===== src/rtl/id_ex_operand_stage.sv =====
// rtl/id_ex_operand_stage.sv - ID/EX pipeline register with operand forwarding and valid/ready handshake
module id_ex_operand_stage #(
  parameter int DATA_W = 64,
  parameter int REG_AW = 5,
  parameter int CTRL_W = 4
) (
  input  logic              clk_i,
  input  logic              rst_i,
  input  logic              in_valid_i,
  output logic              in_ready_o,
  input  logic [REG_AW-1:0] rs1_addr_i,
  input  logic [REG_AW-1:0] rs2_addr_i,
  input  logic [DATA_W-1:0] rs1_data_i,
  input  logic [DATA_W-1:0] rs2_data_i,
  input  logic [DATA_W-1:0] imm_i,
  input  logic              alu_src_i,
  input  logic [CTRL_W-1:0] alu_ctrl_i,
  input  logic [REG_AW-1:0] rd_addr_i,
  input  logic              reg_write_i,
  input  logic              flush_i,
  input  logic              exmem_reg_write_i,
  input  logic [REG_AW-1:0] exmem_rd_i,
  input  logic [DATA_W-1:0] exmem_result_i,
  input  logic              memwb_reg_write_i,
  input  logic [REG_AW-1:0] memwb_rd_i,
  input  logic [DATA_W-1:0] memwb_data_i,
  output logic              out_valid_o,
  input  logic              out_ready_i,
  output logic [DATA_W-1:0] src1_o,
  output logic [DATA_W-1:0] src2_o,
  output logic [CTRL_W-1:0] ctrl_o,
  output logic [DATA_W-1:0] store_data_o,
  output logic [REG_AW-1:0] rd_addr_o,
  output logic              reg_write_o
);

  localparam logic [REG_AW-1:0] ZERO_REG = '0;

  logic [DATA_W-1:0] fwd1;
  logic [DATA_W-1:0] fwd2;
  logic              capture;

  // Stage accepts whenever it is empty or its entry is being consumed this cycle
  assign in_ready_o = !out_valid_o || out_ready_i;
  assign capture    = in_valid_i && in_ready_o && !flush_i;

  // Source 1 forwarding: x0 reads zero, EX/MEM beats MEM/WB, else register file
  always_comb begin
    fwd1 = rs1_data_i;
    if (rs1_addr_i == ZERO_REG) begin
      fwd1 = '0;
    end else if (exmem_reg_write_i && (exmem_rd_i == rs1_addr_i)) begin
      fwd1 = exmem_result_i;
    end else if (memwb_reg_write_i && (memwb_rd_i == rs1_addr_i)) begin
      fwd1 = memwb_data_i;
    end
  end

  // Source 2 forwarding: same priority as source 1
  always_comb begin
    fwd2 = rs2_data_i;
    if (rs2_addr_i == ZERO_REG) begin
      fwd2 = '0;
    end else if (exmem_reg_write_i && (exmem_rd_i == rs2_addr_i)) begin
      fwd2 = exmem_result_i;
    end else if (memwb_reg_write_i && (memwb_rd_i == rs2_addr_i)) begin
      fwd2 = memwb_data_i;
    end
  end

  // Pipeline register: flush kills the slot, capture loads it, a bare consume empties it
  always_ff @(posedge clk_i or negedge rst_i) begin
    if (!rst_i) begin
      out_valid_o  <= 1'b0;
      src1_o       <= '0;
      src2_o       <= '0;
      ctrl_o       <= '0;
      store_data_o <= '0;
      rd_addr_o    <= '0;
      reg_write_o  <= 1'b0;
    end else if (flush_i) begin
      // Payload other than the write enable keeps its last value
      out_valid_o <= 1'b0;
      reg_write_o <= 1'b0;
    end else if (capture) begin
      out_valid_o  <= 1'b1;
      src1_o       <= fwd1;
      src2_o       <= alu_src_i ? imm_i : fwd2;
      ctrl_o       <= alu_ctrl_i;
      store_data_o <= fwd2;
      rd_addr_o    <= rd_addr_i;
      reg_write_o  <= reg_write_i;
    end else if (out_ready_i) begin
      out_valid_o <= 1'b0;
      reg_write_o <= 1'b0;
    end
  end

endmodule

===== config.mk =====
export PLATFORM = sky130hd
export DESIGN_NAME = id_ex_operand_stage
export DESIGN_NICKNAME = d
export VERILOG_FILES = /design/src/rtl/id_ex_operand_stage.sv
export SDC_FILE = /design/constraint.sdc
export NUM_CORES = 1
export LEC_CHECK = 0
export CAP_MARGIN = 30
export CORE_AREA = 2 2 217 219
export DETAILED_ROUTE_END_ITERATION = 12
export DIE_AREA = 0 0 219 221
export HOLD_SLACK_MARGIN = 0.02
export PLACE_DENSITY = 0.62
export SLEW_MARGIN = 15
export SYNTH_ARGS = -nofsm -noshare
export SYNTH_HDL_FRONTEND = slang
export SYNTH_SLANG_ARGS = --single-unit

===== constraint.sdc =====
create_clock -name clk_i -period 2.26 [get_ports clk_i]
set_input_delay 0.339 -clock clk_i [delete_from_list [all_inputs] [get_ports clk_i]]
set_output_delay 0.339 -clock clk_i [all_outputs]
set_load 0.01 [all_outputs]

==> qor.yml <==
finish:
  drive_gt1_share_pct: 12.9
  nets: 2109
  instances_no_fill: 2376
  utilization_pct: 41.2
  syn2layout_area_growth_pct: 72.9
  n_antenna_cell: 0
  seq_area_sq_mm: 0.00508
  fillers: 4547
  multi_input_area_sq_mm: 0.00543
grt:
  track_usage_pct: 22.4
  grt_pass1_vias: 13100
  met1_usage_pct: 28.1
  grt.busiest_layer: "met2"
  use_met3_pct: 4.63
  grt_antenna_before_repair: 0
  grt_first_pass_wirelength_microns: 83200
  grt.met2_usage_pct: 38.1
  grt_max_degree: 98
  globalRouteOverflowTotal: 0
critical_path:
  cp_max_fo: 4
  worstSetupPathType: "reg -> out"
  crit_arrival_ps: 1710
  cp-end-kind: "primary output"
  worstSetupStartpointType: "flop"
  worstPathRequired_ps: 1920
clock_network:
  clock_latency_ps: 530
  cts_tree: "done"
  clkTransAtPathRegs_ps: 60
  cts.sinks: 203
  cts_root_buf: "clkbuf_16"
  cts_made_buffers: 24
  h-tree-depth: 1
  cts_max_path_buffers: 3
  cts_setup_buffers: 0
min_path:
  hold_path_class: "in -> reg"
place:
  dp_slack_ps: -438
  io_buffers: 561
  routabilityCongestion: 0.892
  dp.cells: 2331
  place_hpwl_microns: 41300
floorplan:
  ios: 562
  start_util_pct: 23.8
  coreArea_sq_mm: 0.0461
  dieWidth_microns: 219
  fp.dieH_microns: 221
  dieArea_sq_mm: 0.0484
  rows: 79
sta:
  setup_violations: 0
  period_share_pct: 90.6
  fin_skew_ps: 9.98
  drv_slew: 0
  rsz0062_at_grt: "false"
  layout_setup_ws_ps: 212
  layout_min_cycle_time_ps: 2050
  worstMarginPinSlew_ps: 727
  hold_viol: 0
  slew_headroom_pct: 51.6
  fmax_mhz: 488
routing:
  detail_route.wl_per_cell_microns: 23.6
  drt_first_iter_violations: 1147
  ant_nets: 0
  wl_microns: 56000
  first_pass_iters: 6
  viasPerCell: 5.25
  dr_total_vias: 12500
  drc: 0
outcome:
  outcome: "finished clean"
yosys:
  yosysTopAreaCellShare_pct: 46.3
  seq_area_frac_synth_pct: 46.3
  netlist_area_sq_mm: 0.0110
  syn_nets: 1524
  ys_ff_latch: 203
  syn_avg_cell_area_sq_um: 9.41
  synth_top_area_cell: "dfrtp_1"
  syn-instance-count: 1166
  yosysWarnings: 0
  synthDistinctLibCells: 30
  synth.top_cells.by_area: "dfrtp_1 (46%), o31ai_1 (8.8%), a221oi_2 (8.2%)"
pwr:
  total_power_mw: 12.6
  p_per_area_mw_per_mm2: 663
  irDropWorstVdd_v: 0.000360
  power_leakage_nw: 7.80
job:
  drv_cap: 0
[registers in the layout (all words and copies together) (netlist names)]
name / cells
src1_o: 64
src2_o: 64
store_data_o: 64
rd_addr_o: 5
ctrl_o: 4
out_valid_o: 1
reg_write_o: 1
[logic make-up after synthesis]
logic type | after synthesis | synth area share [%]
AO/OA/AOI/OAI | 453 | 31.4
XOR/XNOR | 20 | 1.60
buffers and inverters | 119 | 4.73
flip-flops | 203 | 46.3
AND/OR/NAND/NOR | 371 | 16.0
[layout by cell type (no fill, tap or decap), types with 2 or more instances in the layout]
cell type and n:
nor2_4 4, nand3_1 3, clkbuf_8 9, o21ai_1 15, nand2_1 159, inv_1 3
clkbuf_1 3, or2_2 3, and3_1 64, clkbuf_16 25, and2_1 64, buf_12 32
nor2_1 65, a221oi_1 68, clkdlybuf4s50_1 557, a221oi_2 60, xnor2_1 20, a21oi_1 66
clkinv_2 5, buf_2 2, o21ai_0 113, o31ai_1 128, buf_4 81, nand4_1 2
dfrtp_1 203
[path summary, 6_finish.rpt]
path	startpoint	to	slack [ps]	depth (start not counted)
worst min register to register	store_data_o[41]	store_data_o[41]	470	2
min in group asynchronous	rst_i	src2_o[15]	390	2
max in group asynchronous	rst_i	store_data_o[63]	1130	3
worst min-delay path	alu_ctrl_i[0]	ctrl_o[0]	330	3
worst max-delay path	out_valid_o	in_ready_o	210	3
worst max register to register	out_valid_o	src2_o[22]	360	7
[timing repair]
action,CTS,global route
hold endpoints to repair,59,0
hold buffers,1,0
setup endpoints to repair,0,2
gates resized for setup,0,1
[cell type report]
class	count	area share (%)
flip-flops and latches	203	26.8
well taps	607	4.00
inverters	3	0.0594
repair buffers	675	36.2
clock inverters	8	0.376
multi-input cells	844	28.6
clock buffers	36	3.94
[critical path, stage by stage (launching register included)]
cell             delay (ps)
dfrtp_1                 390
nand2b_1                100
buf_4                   120
clkdlybuf4s50_1         570
[synth_stat cells]
master and n:
a21oi_1 67, a221oi_1 68, a221oi_2 60, and2_1 64, and3_1 64, buf_1 1
buf_2 22, buf_4 6, buf_6 3, clkbuf_1 84, dfrtp_1 203, inv_1 3
nand2_1 159, nand2b_1 1, nand3_1 3, nand3b_1 1, nand4_1 2, nor2_1 67
nor2_2 2, nor3_1 1, nor3b_1 1, o211ai_1 1, o21ai_0 113, o21ai_1 16
o31ai_1 128, or2_1 1, or2_2 2, or3_1 2, or4_1 1, xnor2_1 20
[metal layers]
layer	wire length, microns	up-vias
li1	-	5520
met1	22100	6123
met2	27100	701
met3	4910	137
met4	1950	0
met5	0	-
[power by group]
group	total (mW)	switching, mW	internal [mW]
logic	3.91	1.72	2.19
registers	4.61	0.382	4.23
clock network	4.05	1.66	2.39
[stage by stage]
stage	hold WS (ps)	setup TNS, ps	instance area (sq um)
2_1_floorplan	43.4	0	11000
3_3_place_gp	408	-40330	18100
3_5_place_dp	411	-46150	18100
4_1_cts	302	0	19000
5_1_grt	341	0	19000
6_report	329	0	19000
(Power assumes the default switching activity.)
